**config.mk**
```make
export PLATFORM = sky130hd
export DESIGN_NAME = drop_sequencer
export DESIGN_NICKNAME = d
export VERILOG_FILES = /design/src/rtl/drop_sequencer.sv
export SDC_FILE = /design/constraint.sdc
export NUM_CORES = 1
export LEC_CHECK = 0
export BUFFER_PORTS_ARGS = -buffer_cell sky130_fd_sc_hd__buf_4
export CAP_MARGIN = 40
export CORE_UTILIZATION = 45
export CTS_CLUSTER_DIAMETER = 80
export DETAILED_ROUTE_END_ITERATION = 10
export GPL_TIMING_DRIVEN = 0
export PLACE_DENSITY = 0.71
export SYNTH_ARGS = -nofsm -noshare
export SYNTH_HDL_FRONTEND = slang
export SYNTH_SLANG_ARGS = --single-unit
```
**constraint.sdc**
```tcl
create_clock -name clk -period 5 [get_ports clk]
set_input_delay 0.5 -clock clk [delete_from_list [all_inputs] [get_ports clk]]
set_output_delay 0.5 -clock clk [all_outputs]
set_load 0.05 [all_outputs]
```
**src/rtl/drop_sequencer.sv**
```systemverilog
// Control FSM sequencing the baggage-drop display/drop datapath: arm, sample, compare, timed drop.
// Optional macro DROP_CONFIRM_EN requires CONFIRM_COUNT consecutive passing samples before dropping.
module drop_sequencer #(
   parameter int DATA_WIDTH     = 16,
   parameter int HOLD_CYCLES    = 8,
   parameter int TIMEOUT_CYCLES = 1000,
   parameter int CONFIRM_COUNT  = 3
) (
   input  logic                  clk,
   input  logic                  rst_n,
   input  logic                  start,
   input  logic                  abort,
   input  logic [DATA_WIDTH-1:0] t_lim_in,
   input  logic                  sample_valid,
   input  logic [DATA_WIDTH-1:0] sample_t_act,
   output logic [DATA_WIDTH-1:0] t_act,
   output logic [DATA_WIDTH-1:0] t_lim,
   output logic                  drop_en,
   output logic                  busy,
   output logic                  done,
   output logic                  timeout
);

   localparam int WAIT_W = $clog2(TIMEOUT_CYCLES);
   localparam int HOLD_W = $clog2(HOLD_CYCLES + 1);
   localparam logic [WAIT_W-1:0] WAIT_LAST = WAIT_W'(TIMEOUT_CYCLES - 1);
   localparam logic [HOLD_W-1:0] HOLD_LAST = HOLD_W'(HOLD_CYCLES - 1);

   if (HOLD_CYCLES < 1 || TIMEOUT_CYCLES < 2 || CONFIRM_COUNT < 1) begin : g_bad_params
      $error("drop_sequencer: parameter out of range");
   end

   typedef enum logic [1:0] {
      IDLE,
      WAIT_SAMPLE,
      COMPARE,
      DROP
   } state_t;

   state_t                  state_q, state_d;
   logic [WAIT_W-1:0]       wait_q, wait_d;
   logic [HOLD_W-1:0]       hold_q, hold_d;
   logic [DATA_WIDTH-1:0]   t_act_d, t_lim_d;
   logic                    drop_en_d, done_d, timeout_d;
   logic                    pass;

`ifdef DROP_CONFIRM_EN
   localparam int CONF_W = $clog2(CONFIRM_COUNT + 1);
   localparam logic [CONF_W-1:0] CONF_LAST = CONF_W'(CONFIRM_COUNT - 1);
   logic [CONF_W-1:0]       conf_q, conf_d;
`endif

   assign pass = (t_act <= t_lim);
   assign busy = (state_q != IDLE);

   // Next-state and next-output logic; abort overrides everything and leaves data registers untouched.
   always_comb begin
      state_d   = state_q;
      wait_d    = wait_q;
      hold_d    = hold_q;
      t_act_d   = t_act;
      t_lim_d   = t_lim;
      drop_en_d = 1'b0;
      done_d    = 1'b0;
      timeout_d = 1'b0;
`ifdef DROP_CONFIRM_EN
      conf_d    = conf_q;
`endif
      if (abort) begin
         state_d = IDLE;
      end else begin
         case (state_q)
            IDLE: begin
               if (start) begin
                  t_lim_d = t_lim_in;
                  wait_d  = '0;
`ifdef DROP_CONFIRM_EN
                  conf_d  = '0;
`endif
                  state_d = WAIT_SAMPLE;
               end
            end
            WAIT_SAMPLE: begin
               if (sample_valid) begin
                  t_act_d = sample_t_act;
                  state_d = COMPARE;
               end else if (wait_q == WAIT_LAST) begin
                  timeout_d = 1'b1;
                  state_d   = IDLE;
               end else begin
                  wait_d = wait_q + 1'b1;
               end
            end
            COMPARE: begin
               wait_d  = '0;
               state_d = WAIT_SAMPLE;
`ifdef DROP_CONFIRM_EN
               if (!pass) begin
                  conf_d = '0;
               end else begin
                  conf_d = conf_q + 1'b1;
                  if (conf_q >= CONF_LAST) begin
                     hold_d    = '0;
                     drop_en_d = 1'b1;
                     state_d   = DROP;
                  end
               end
`else
               if (pass) begin
                  hold_d    = '0;
                  drop_en_d = 1'b1;
                  state_d   = DROP;
               end
`endif
            end
            DROP: begin
               if (hold_q == HOLD_LAST) begin
                  done_d  = 1'b1;
                  state_d = IDLE;
               end else begin
                  hold_d    = hold_q + 1'b1;
                  drop_en_d = 1'b1;
               end
            end
            default: state_d = IDLE;
         endcase
      end
   end

   // All state and registered outputs share one asynchronously reset register bank.
   always_ff @(posedge clk or negedge rst_n) begin
      if (!rst_n) begin
         state_q <= IDLE;
         wait_q  <= '0;
         hold_q  <= '0;
         t_act   <= '0;
         t_lim   <= '0;
         drop_en <= 1'b0;
         done    <= 1'b0;
         timeout <= 1'b0;
`ifdef DROP_CONFIRM_EN
         conf_q  <= '0;
`endif
      end else begin
         state_q <= state_d;
         wait_q  <= wait_d;
         hold_q  <= hold_d;
         t_act   <= t_act_d;
         t_lim   <= t_lim_d;
         drop_en <= drop_en_d;
         done    <= done_d;
         timeout <= timeout_d;
`ifdef DROP_CONFIRM_EN
         conf_q  <= conf_d;
`endif
      end
   end

endmodule

```
Yosys cells after proc, flatten, opt, wreduce, memory -nomap -nowiden
Cells that the tools add are included.
- $add $sub $neg: 2
- $lt $le $gt $ge: 1
- equality and inequality tests: 13
- muxes and demuxes: 25
- bitwise operators: 1
- reductions and logical operators: 9
- operators with widths (operator ; number):
    10-bit two-way mux ; 3
    10-bit case mux with 3 select lines ; 1
    16-bit less-or-equal comparator ; 1
    2-bit two-way mux ; 6
    10-bit by 1-bit adder with 10-bit output, second input constant ; 1
    10-bit equality test, second input constant ; 1
    1-bit two-way mux ; 10
    2-bit inequality test, second input constant ; 5
    3-bit AND reduction ; 3
    4-bit two-way mux ; 2
    2-bit case mux with 4 select lines ; 1
    4-bit case mux with 2 select lines ; 1
    3-bit inequality test, second input constant ; 2
    5-bit AND reduction ; 1
    4-bit by 1-bit adder with 4-bit output, second input constant ; 1
    2-bit equality test, second input constant ; 2
    4-bit by 3-bit equality test with 1-bit output, second input constant ; 1
    4-bit inequality test, second input constant ; 1
    4-bit AND reduction ; 1
    2-bit nonzero test ; 2
    3-bit nonzero test ; 1
    2-bit by 1-bit equality test with 1-bit output, second input constant ; 1
    2-bit logical NOT ; 1
    1-bit case mux with 2 select lines ; 1
    1-bit inverter ; 1
- flip-flop bits (word level): 51
- bits of input ports: 37
- output and inout bits: 36
- word-level logic and storage cells: 59

Longest topological paths before layout
- word-level depth: 5
- depth in mapped cells: 8
- depth with buffers taken out: 8

Least setup slack after synthesis
No wires, ideal clock.
- path type: reg2reg
- from: register t_lim[15]
- to: register hold_q[1]
- library setup time: 125 ps
- arrival time: 2443 ps
- data required time: 4875 ps
- path slack: 2431 ps
- stages on the path, launching flop included: 9
- buffers on the path: 0
- period minus slack after synthesis: 2569 ps
- cell sequence: dfrtp_1 -> inv_1 -> ha_1 -> nand4_2 -> nor3_1 -> or4_1 -> a211o_1 -> o22a_4 -> mux2_4
- longest elaborated chain between the ends: 3
- RTL lines (what ; line ; RTL):
    start, declared ; 17 ; output logic [DATA_WIDTH-1:0] t_lim,
    start signal, assigned ; 149 ; t_lim <= t_lim_d;
    16-bit less-or-equal comparator ; 53 ; assign pass = (t_act <= t_lim);
    2-bit inequality test (no source line) ; - ;
    4-bit AND reduction (no source line) ; - ;
    end signal, assigned ; 147 ; hold_q <= hold_d;
    end, declared ; 42 ; logic [HOLD_W-1:0] hold_q, hold_d;
No other way between the ends.
A chain may end at the register's enable or synchronous reset.

Worst setup path in the final report
- from: register t_act[13]
- to: register hold_q[1]
- longest elaborated chain between the ends: 3
- RTL lines (what ; line ; RTL):
    start, declared ; 16 ; output logic [DATA_WIDTH-1:0] t_act,
    start signal, assigned ; 148 ; t_act <= t_act_d;
    16-bit less-or-equal comparator ; 53 ;
    2-bit inequality test (no source line) ; - ;
    4-bit AND reduction (no source line) ; - ;
No other way between the ends.

==> results.toml <==
[sta]
relSlewSlack_pct = 46.3
clock_skew_ns = 0.00466
fmax_mhz = 418
worst_pin_slew_ns = 0.801
min_period_ns = 2.39
finalCritPeriodShare_pct = 47.9
setup_viol = 0
rsz0062_at_grt = "no"
finalHoldViolations = 0
slew_viol_final = 0
setup_tns_ns = 0

[setup_path]
timing.reg2reg.setup_slack_ns = 2.61
worstSetupStartpointType = "flop"
crit_type = "flop to flop"
timing.rr.start = "t_act[13]$_DFFE_PN0P_"
cp.required_ns = 5.19
arrival_ns = 2.59
regToRegEndpoint = "hold_q[1]$_DFFE_PN0P_"
endpoint_kind = "flop"
worst-path-max-fanout = 5
reg2reg_depth = 7

[route]
drcViolationCount = 0
top_layer_used = "met4"
routedWlPerCell_microns = 14.3
post_drt_via_cell_ratio = 5.16
routed_wl_microns = 5520
wl_met1_microns = 2640
postRouteAntennaNets = 0
met2WireLength_microns = 2550
drt_pre_antenna_iters = 4
drt-initial-drc-count = 88
wl_met3_microns = 249
via_count = 1997

[placed_design]
portBuffers = 72
placedCellCount = 380
gp_congestion = 0.797
place.detailed.hpwl_microns = 4080

[yosys]
ys_warn_count = 0
synth-adder-area-share_pct = 8.86
synth_top_family_by_area = "simple AND/OR/NAND/NOR gates"
synth-simple-area-share_pct = 15.5
synth-xor-area-share_pct = 2.07
syn-num-nets = 293
synth_edf_count = 0
synthCells = 238
synth_area_per_cell_sq_um = 10.7
ys.flop_type = "dfrtp_1"
seq_area_frac_synth_pct = 50.2
netlist-cell-type-count = 43
synth_mux_area_share_pct = 8.12
synth_seq_cells = 51
synth_compound_area_share_pct = 11.4
syn_area_sq_mm = 0.00254
synthArstFlopShare_pct = 100

[cts]
post-cts-setup-buffers = 0
cts_tree = "yes"
cts.reportedPaths.clkPinSlew_ns = 0.09
ctsLongestPathBuffers = 2
htreeDepth = 2
postCtsHoldBufs = 0
ctsRootBufferMaster = "clkbuf_8"
ctsResizeCount = 0
worstSkewPairLatency_ns = 0.30
clock_sinks = 51
cts-buffers-inserted = 5

[power]
power.internal_mw = 0.912
netSwitchingFraction_pct = 43.4
power.total_mw = 1.61
leakagePower_nw = 1.61
power_frac_comb_pct = 46.9
power.switching_mw = 0.698
pwr_density_cell_mw_per_mm2 = 492
vdd_drop_max_v = 0.000256
p_seq_share_pct = 36.0
power.clock.fraction_pct = 17.1

[global_routing]
grt_pass1_vias = 1946
antenna_found_initial = 0
grt_max_degree = 52
grt_pass1_wl_microns = 9230
grt.overflow.total = 0
grt_usage_pct = 20.1

[final_layout]
areaGrowthSynthToFinish_pct = 28.8
fin_nets = 372
stdcell_count = 387
post-route-util_pct = 62.1
num_antenna_cells = 0
drive_gt1_share_pct = 27.8
n_fill_cell = 458

[die]
ioPinCount = 73
die_x_microns = 77.1
core.rowCount = 26
dieArea_sq_mm = 0.00595
die_h_microns = 77.1
start_util_pct = 48.2
core_area_sq_mm = 0.00527

[run_status]
outcome = "completed"

[flow_run]
maxCapViolCount = 0

[hold_path]
hold_path.class = "input pin to async pin"
[power groups by stage]
stage | Clock [mW] | Sequential, mW | Combinational (mW)
3_3_place_gp | 0 | 0.585 | 0.749
3_5_place_dp | 0 | 0.587 | 0.760
6_report | 0.275 | 0.579 | 0.756
2_1_floorplan | 0 | 0.856 | 0.245
4_1_cts | 0.285 | 0.579 | 0.762
5_1_grt | 0.301 | 0.591 | 0.819
[worst max-delay path, stage by stage, from the launching register on]
cell and delay [ns]:
dfrtp_1 0.41, ha_1 0.33, nand4_2 0.15, nor3_1 0.08, or4_1 0.51, a211o_1 0.28, o22a_4 0.23, mux2_4 0.29
[worst max-delay path by stage]
stage | startpoint | to | slack [ns] | cells past startpoint
after floorplan | t_lim[15]$_DFFE_PN0P_ | hold_q[1]$_DFFE_PN0P_ | 2.43 | 8
after global placement | abort | t_act[10]$_DFFE_PN0P_ | 2.56 | 5
after detailed placement | abort | t_act[11]$_DFFE_PN0P_ | 2.56 | 5
after CTS | t_act[15]$_DFFE_PN0P_ | hold_q[1]$_DFFE_PN0P_ | 2.61 | 7
after global routing | t_act[9]$_DFFE_PN0P_ | hold_q[1]$_DFFE_PN0P_ | 2.50 | 7
final | t_act[13]$_DFFE_PN0P_ | hold_q[1]$_DFFE_PN0P_ | 2.61 | 7
[stage by stage]
step | area [sq um] | hold slack, ns | setup WS (ns)
floorplan | 2540 | 0.204 | 2.43
global placement | 3170 | 0.506 | 2.56
detailed placement | 3170 | 0.506 | 2.56
CTS | 3270 | 0.237 | 2.61
global route | 3270 | 0.262 | 2.50
finish | 3270 | 0.204 | 2.61
[cells in the mapped netlist, types with 2 or more instances]
library cell | instances | share of area [%]
dfrtp_1 | 51 | 50
nand2_1 | 26 | 3.8
o21ai_1 | 21 | 4.1
ha_1 | 18 | 8.9
inv_1 | 17 | 2.5
mux2_1 | 16 | 7.1
nor2_1 | 11 | 1.6
a21oi_1 | 8 | 1.6
nand4_1 | 6 | 1.5
nor3_1 | 6 | 1.2
xor2_1 | 6 | 2.1
clkbuf_1 | 5 | 0.74
nor2b_1 | 4 | 0.98
and3_1 | 3 | 0.74
buf_2 | 3 | 0.59
nand2b_1 | 3 | 0.74
a211o_1 | 2 | 0.69
a21o_1 | 2 | 0.59
and2_1 | 2 | 0.49
nand3_1 | 2 | 0.39
nor3b_1 | 2 | 0.59
o2111ai_1 | 2 | 0.69
or3_1 | 2 | 0.49
[cell families after synthesis]
logic type      count (synthesis)
simple gates                   75
buf+inv                        25
compound gates                 45
flops                          51
fa+ha+maj                      18
xor+xnor                        6
mux                            18
[flip-flops by register name, summed over array words and instances, names as in the netlist]
| name | cells |
|---|---|
| wait_q | 10 |
| hold_q | 4 |
| t_lim | 16 |
| done | 1 |
| drop_en | 1 |
| state_q | 2 |
| t_act | 16 |
| timeout | 1 |
[cell type report]
| class | instances | area [sq um] | share of cell area, % |
|---|---|---|---|
| clock buffers | 6 | 72.6 | 2.22 |
| well taps | 70 | 87.6 | 2.68 |
| flip-flops and latches | 51 | 1280 | 39.0 |
| multi-input cells | 162 | 1170 | 35.7 |
| clock inverters | 1 | 30.0 | 0.918 |
| inverters | 17 | 63.8 | 1.95 |
| repair buffers | 72 | 541 | 16.5 |
| plain buffers | 8 | 33.8 | 1.03 |
[layer usage]
| metal | global-route usage, % | vias up |
|---|---|---|
| met5 | 0 | - |
| met4 | 7.36 | 0 |
| met3 | 4.17 | 6 |
| met2 | 33.0 | 49 |
| met1 | 26.1 | 949 |
| li1 | - | 993 |
[placed cells by master (no fill, tap or decap), types with 3 or more instances in the layout]
| cell type | n |
|---|---|
| a21oi_1 | 8 |
| and3_1 | 3 |
| buf_2 | 3 |
| buf_4 | 72 |
| clkbuf_1 | 6 |
| clkbuf_8 | 5 |
| dfrtp_1 | 51 |
| ha_1 | 18 |
| inv_1 | 17 |
| mux2_1 | 16 |
| nand2_1 | 26 |
| nand2b_1 | 3 |
| nand4_1 | 6 |
| nor2_1 | 11 |
| nor2b_1 | 4 |
| nor3_1 | 6 |
| o21ai_1 | 21 |
| xor2_1 | 6 |
Note: power is estimated with default switching activity, not from simulation.
